$ cat src/rtl/subkey_store.sv
// subkey_store: holds the 33 Serpent round subkeys written by the key schedule
// and streams them to the round engine over a valid/ready handshake. Keys go out
// in ascending order for encryption and in descending order for decryption.
module subkey_store #(
    parameter int NKEYS = 33,
    parameter int KW    = 128
) (
    input  logic          i_clk,
    input  logic          i_rstn,
    input  logic          i_clear,
    input  logic          i_wr_en,
    input  logic [5:0]    i_wr_addr,
    input  logic [KW-1:0] i_wr_data,
    output logic          o_loaded,
    input  logic          i_start,
    input  logic          i_dir,
    output logic          o_busy,
    output logic [KW-1:0] o_key,
    output logic [5:0]    o_key_round,
    output logic          o_key_valid,
    input  logic          i_key_ready,
    output logic          o_done,
    output logic          o_err
);

    localparam logic [5:0] LAST = 6'(NKEYS - 1);

    typedef enum logic [1:0] {
        IDLE,
        STREAM,
        DONE
    } state_t;

    state_t            state_q, state_d;
    logic [NKEYS-1:0]  mask_q, mask_d;
    logic              loaded_q, loaded_d;
    logic              dir_q, dir_d;
    logic [KW-1:0]     key_q, key_d;
    logic [5:0]        round_q, round_d;
    logic              valid_q, valid_d;
    logic              busy_q, busy_d;
    logic              done_q, done_d;
    logic              err_q, err_d;

    logic [KW-1:0]     mem_q [NKEYS];

    logic              wr_addr_ok;
    logic              wr_ok;
    logic              last_key;
    logic [5:0]        start_idx;
    logic [5:0]        step_idx;

    // Write qualification and stream index arithmetic
    always_comb begin
        wr_addr_ok = (i_wr_addr < 6'(NKEYS));
        wr_ok      = i_wr_en && wr_addr_ok && (state_q != STREAM) && !i_clear;
        start_idx  = i_dir ? LAST : 6'd0;
        step_idx   = dir_q ? (round_q - 6'd1) : (round_q + 6'd1);
        last_key   = dir_q ? (round_q == 6'd0) : (round_q == LAST);
    end

    // Key storage: no reset, writes are locked out while streaming
    always_ff @(posedge i_clk) begin
        if (wr_ok) begin
            mem_q[i_wr_addr] <= i_wr_data;
        end
    end

    // Next-state and output logic; clear overrides any write or start
    always_comb begin
        state_d = state_q;
        mask_d  = mask_q;
        dir_d   = dir_q;
        key_d   = key_q;
        round_d = round_q;
        valid_d = valid_q;
        busy_d  = busy_q;
        done_d  = 1'b0;
        err_d   = 1'b0;

        if (i_clear) begin
            state_d = IDLE;
            mask_d  = '0;
            valid_d = 1'b0;
            busy_d  = 1'b0;
        end else begin
            case (state_q)
                IDLE, DONE: begin
                    if (i_wr_en) begin
                        if (wr_addr_ok) begin
                            mask_d[i_wr_addr] = 1'b1;
                        end else begin
                            err_d = 1'b1;
                        end
                    end
                    if (state_q == DONE) begin
                        state_d = IDLE;
                    end else if (i_start) begin
                        if (loaded_q) begin
                            state_d = STREAM;
                            dir_d   = i_dir;
                            round_d = start_idx;
                            key_d   = mem_q[start_idx];
                            valid_d = 1'b1;
                            busy_d  = 1'b1;
                        end else begin
                            err_d = 1'b1;
                        end
                    end
                end
                STREAM: begin
                    if (i_wr_en) begin
                        err_d = 1'b1;
                    end
                    if (valid_q && i_key_ready) begin
                        if (last_key) begin
                            state_d = DONE;
                            valid_d = 1'b0;
                            busy_d  = 1'b0;
                            done_d  = 1'b1;
                        end else begin
                            round_d = step_idx;
                            key_d   = mem_q[step_idx];
                        end
                    end
                end
                default: begin
                    state_d = IDLE;
                end
            endcase
        end

        loaded_d = &mask_d;
    end

    // Control and output registers with asynchronous reset
    always_ff @(posedge i_clk or negedge i_rstn) begin
        if (!i_rstn) begin
            state_q  <= IDLE;
            mask_q   <= '0;
            loaded_q <= 1'b0;
            dir_q    <= 1'b0;
            key_q    <= '0;
            round_q  <= '0;
            valid_q  <= 1'b0;
            busy_q   <= 1'b0;
            done_q   <= 1'b0;
            err_q    <= 1'b0;
        end else begin
            state_q  <= state_d;
            mask_q   <= mask_d;
            loaded_q <= loaded_d;
            dir_q    <= dir_d;
            key_q    <= key_d;
            round_q  <= round_d;
            valid_q  <= valid_d;
            busy_q   <= busy_d;
            done_q   <= done_d;
            err_q    <= err_d;
        end
    end

    assign o_loaded    = loaded_q;
    assign o_busy      = busy_q;
    assign o_key       = key_q;
    assign o_key_round = round_q;
    assign o_key_valid = valid_q;
    assign o_done      = done_q;
    assign o_err       = err_q;

endmodule
$ cat config.mk
export PLATFORM = sky130hd
export DESIGN_NAME = subkey_store
export DESIGN_NICKNAME = d
export VERILOG_FILES = /design/src/rtl/subkey_store.sv
export SDC_FILE = /design/constraint.sdc
export NUM_CORES = 2
export LEC_CHECK = 0
export BUFFER_PORTS_ARGS = -buffer_cell sky130_fd_sc_hd__buf_4
export CAP_MARGIN = 20
export CORE_ASPECT_RATIO = 0.6
export CORE_UTILIZATION = 50
export CTS_CLUSTER_DIAMETER = 80
export CTS_CLUSTER_SIZE = 8
export DETAILED_ROUTE_END_ITERATION = 8
export GPL_ROUTABILITY_DRIVEN = 0
export PLACE_DENSITY = 0.66
export RECOVER_POWER = 100
export SLEW_MARGIN = 20
export SYNTH_ARGS = -nofsm -noshare
export SYNTH_HDL_FRONTEND = slang
export SYNTH_MEMORY_MAX_BITS = 65536
export SYNTH_SLANG_ARGS = --single-unit
$ cat constraint.sdc
create_clock -name i_clk -period 6.8 [get_ports i_clk]
set_clock_uncertainty 0.2 [all_clocks]
set_input_delay 1.36 -clock i_clk [delete_from_list [all_inputs] [get_ports i_clk]]
set_output_delay 1.36 -clock i_clk [all_outputs]
set_load 0.02 [all_outputs]
==> flow_summary.json <==
{
  "vdd_drop_max_uv": 201.9,
  "grt_overflow": 0,
  "synth_top_area_frac": 0.7438,
  "seq_area_frac_synth": 0.7693,
  "synthCells": 8128,
  "drc_errors": 0,
  "ctsHoldBuffers": 0,
  "areaGrowthSynthToFinish_pct": 14.42,
  "synth_commonest_cells": "edfxtp_1, mux4_2, nand2_1, clkbuf_1, nand3_1",
  "p_leak_uw": 0.06072,
  "gr-usage-met2": 0.3986,
  "nets": 8870,
  "synth_area_leaders": "edfxtp_1, mux4_2, dfrtp_1",
  "async_flop_share": 0.03956,
  "cts_buffer_depth": 4,
  "avgSynthCellArea_sq_um": 20.98,
  "timing.fmax_mhz": 161.0,
  "tightest_slew_ns": 4.020,
  "vias_per_cell": 6.640,
  "grt_pass1_vias": 90060,
  "synth_most_common_cell": "edfxtp_1",
  "htree_num_levels": 6,
  "drive_gt1_frac": 0.2366,
  "final.setup.tns_ns": 0,
  "fin_area_sq_um": 195100,
  "fillers": 24530,
  "clock_latency_ns": 0.98,
  "synth_area_sq_um": 170500,
  "gr-max-usage-layer": "met1",
  "synth_cell_type_count": 63,
  "utilization": 0.5770,
  "cts_resized": 0,
  "io_buffers": 279,
  "rsz0062_at_grt": "false",
  "yosys_warnings": 0,
  "clockRootBuffer": "clkbuf_16",
  "chipWidth_microns": 756.0,
  "die_h_microns": 454.4,
  "slew-limit-headroom": -1.680,
  "ys_seq_elements": 4398,
  "layout_worst_path_cycle_share": 0.9137,
  "violations": "max-capacitance violations, max-slew violations",
  "hp-class": "flop to flop",
  "grt_max_degree": 129,
  "clkTransAtPathRegs_ns": 0.05,
  "use_met1": 0.4313,
  "grt_use_total": 0.2785,
  "synth_ff_type": "edfxtp_1",
  "worstSetupPathType": "input port to flop",
  "syn_nets": 8274,
  "std_cell_rows": 165,
  "synth_top_cell_by_area": "edfxtp_1",
  "setup_viol": 0,
  "power_density_nw_per_um2": 303.9,
  "worstPathMaxFanout": 40,
  "core-area_sq_um": 338200,
  "seq_area_sq_um": 131200,
  "worstPathArrival_ns": 6.49,
  "hold_violations": 0,
  "final_antenna_net_count": 0,
  "worstPathRequired_ns": 7.07,
  "placed_area_sq_um": 179100,
  "gr-usage-met3": 0.07367,
  "end_kind": "flop",
  "antenna_found_initial": 32,
  "multi_input_area_sq_um": 36750,
  "wl_per_cell_microns": 35.17,
  "synth_edf_count": 4224,
  "cts_buffers": 624,
  "layout.cells.non_filler": 13650,
  "drt_iter0_markers": 13240,
  "grt_pass1_wl_microns": 682000,
  "dp.cells": 12610,
  "drt-pass1-iter-count": 6,
  "boundaryPins": 280,
  "finalMaxSlewViolations": 5645,
  "postCtsSetupBuffers": 0,
  "initial_core_util": 0.5043,
  "cts_tree": "built",
  "dp_hpwl_microns": 257100,
  "status": "finished with violations",
  "via_count": 90660,
  "start_kind": "input port",
  "routed_wl_microns": 480200,
  "fin_crit_ns": 6.213,
  "dieArea_sq_um": 343500,
  "cts.sinks": 4398,
  "cap_violations": 161
}
==> logic make-up (layout without fill, tap and decap cells) <==
group,Yosys count,after routing,share of synthesized area
AND/OR/NAND/NOR,1069,1069,0.02987
flip-flops,4398,4398,0.7693
AO/OA/AOI/OAI,1014,1014,0.04345
adder cells (fa/ha/maj),5,5,0.0004109
multiplexers,1089,1089,0.1416
XOR/XNOR,4,4,0.0002055
other,0,9,0
buffers and inverters,549,1556,0.01510
==> cell usage in the layout (no fill, tap or decap), types with 12 or more instances in the layout <==
cell,instances
a2111oi_0,32
a211o_1,96
a211oi_1,143
a211oi_2,45
a21o_1,33
a21oi_1,198
a21oi_2,58
a2bb2oi_1,32
a31o_2,93
a31oi_1,97
and3_1,191
buf_12,64
buf_4,72
clkbuf_1,689
clkbuf_16,633
clkbuf_2,39
clkinv_16,16
dfrtp_1,173
edfxtp_1,4224
inv_16,12
mux2_1,13
mux2_2,20
mux4_2,1056
nand2_1,410
nand3_1,229
nor2_1,78
nor3_1,103
o21ai_0,163
==> flip-flops by register name, indices dropped and copies added (netlist names) <==
signal and flops:
state_q 2, o_busy 1, mem_q 4224, o_loaded 1, dir_q 1, o_done 1
o_err 1, mask_q 33, o_key 128, o_key_round 6
==> critical path, cell delays in order <==
cell	delay, ns
clkbuf_1	0.62
nand3b_1	0.42
nor2_1	0.48
nand3b_1	0.42
nor2_1	0.77
clkbuf_1	2.31
==> worst paths after layout <==
kind | from | to | slack (ns) | cells after the start
worst max-delay path | i_clear | mem_q[21][24]$_DFFE_PP_ | 0.59 | 6
worst min-delay path | mask_q[24]$_DFF_PN0_ | mask_q[24]$_DFF_PN0_ | 0.28 | 2
worst max register to register | o_key_round[0]$_DFFE_PN0P_ | o_key[5]$_DFFE_PN0P_ | 0.70 | 7
worst min register to register | mask_q[24]$_DFF_PN0_ | mask_q[24]$_DFF_PN0_ | 0.28 | 2
max in group asynchronous | i_rstn | o_key_round[0]$_DFFE_PN0P_ | 1.23 | 2
min in group asynchronous | i_rstn | o_key[100]$_DFFE_PN0P_ | 1.41 | 1
==> where the power goes <==
part	leakage [uW]	switching, uW	internal, uW
Combinational	0.0117	596	59.8
Clock	0.00864	11500	17300
Sequential	0.0404	12.8	29800
Total	0.0607	12100	47200
==> metrics by stage <==
stage / setup WS [ns] / hold slack (ns) / total power, uW
final: 0.5869 / 0.2774 / 59290
after global routing: 0.4805 / 0.3011 / 60800
after CTS: 1.071 / 0.09984 / 59600
after detailed placement: 1.628 / 0.2717 / 31020
after global placement: 1.603 / 0.2606 / 30970
after floorplan: -1.467 / 0.2451 / 30440
==> routing by layer <==
metal / up-vias / share of wire
met2: 6193 / 0.43
li1: 35380 / -
met5: - / 0.00042
met4: 34 / 0.025
met3: 838 / 0.13
met1: 48210 / 0.41
==> cell type report <==
type | count | area share
Timing Repair Buffer | 514 | 0.01711
Clock buffer | 991 | 0.08807
Sequential cell | 4398 | 0.6724
Antenna cell | 9 | 0.0001154
Multi-Input combinational cell | 3181 | 0.1883
Tap cell | 4509 | 0.02891
Inverter | 5 | 0.00009619
Clock inverter | 46 | 0.004957
No activity file was read; power rests on OpenSTA's default activity.
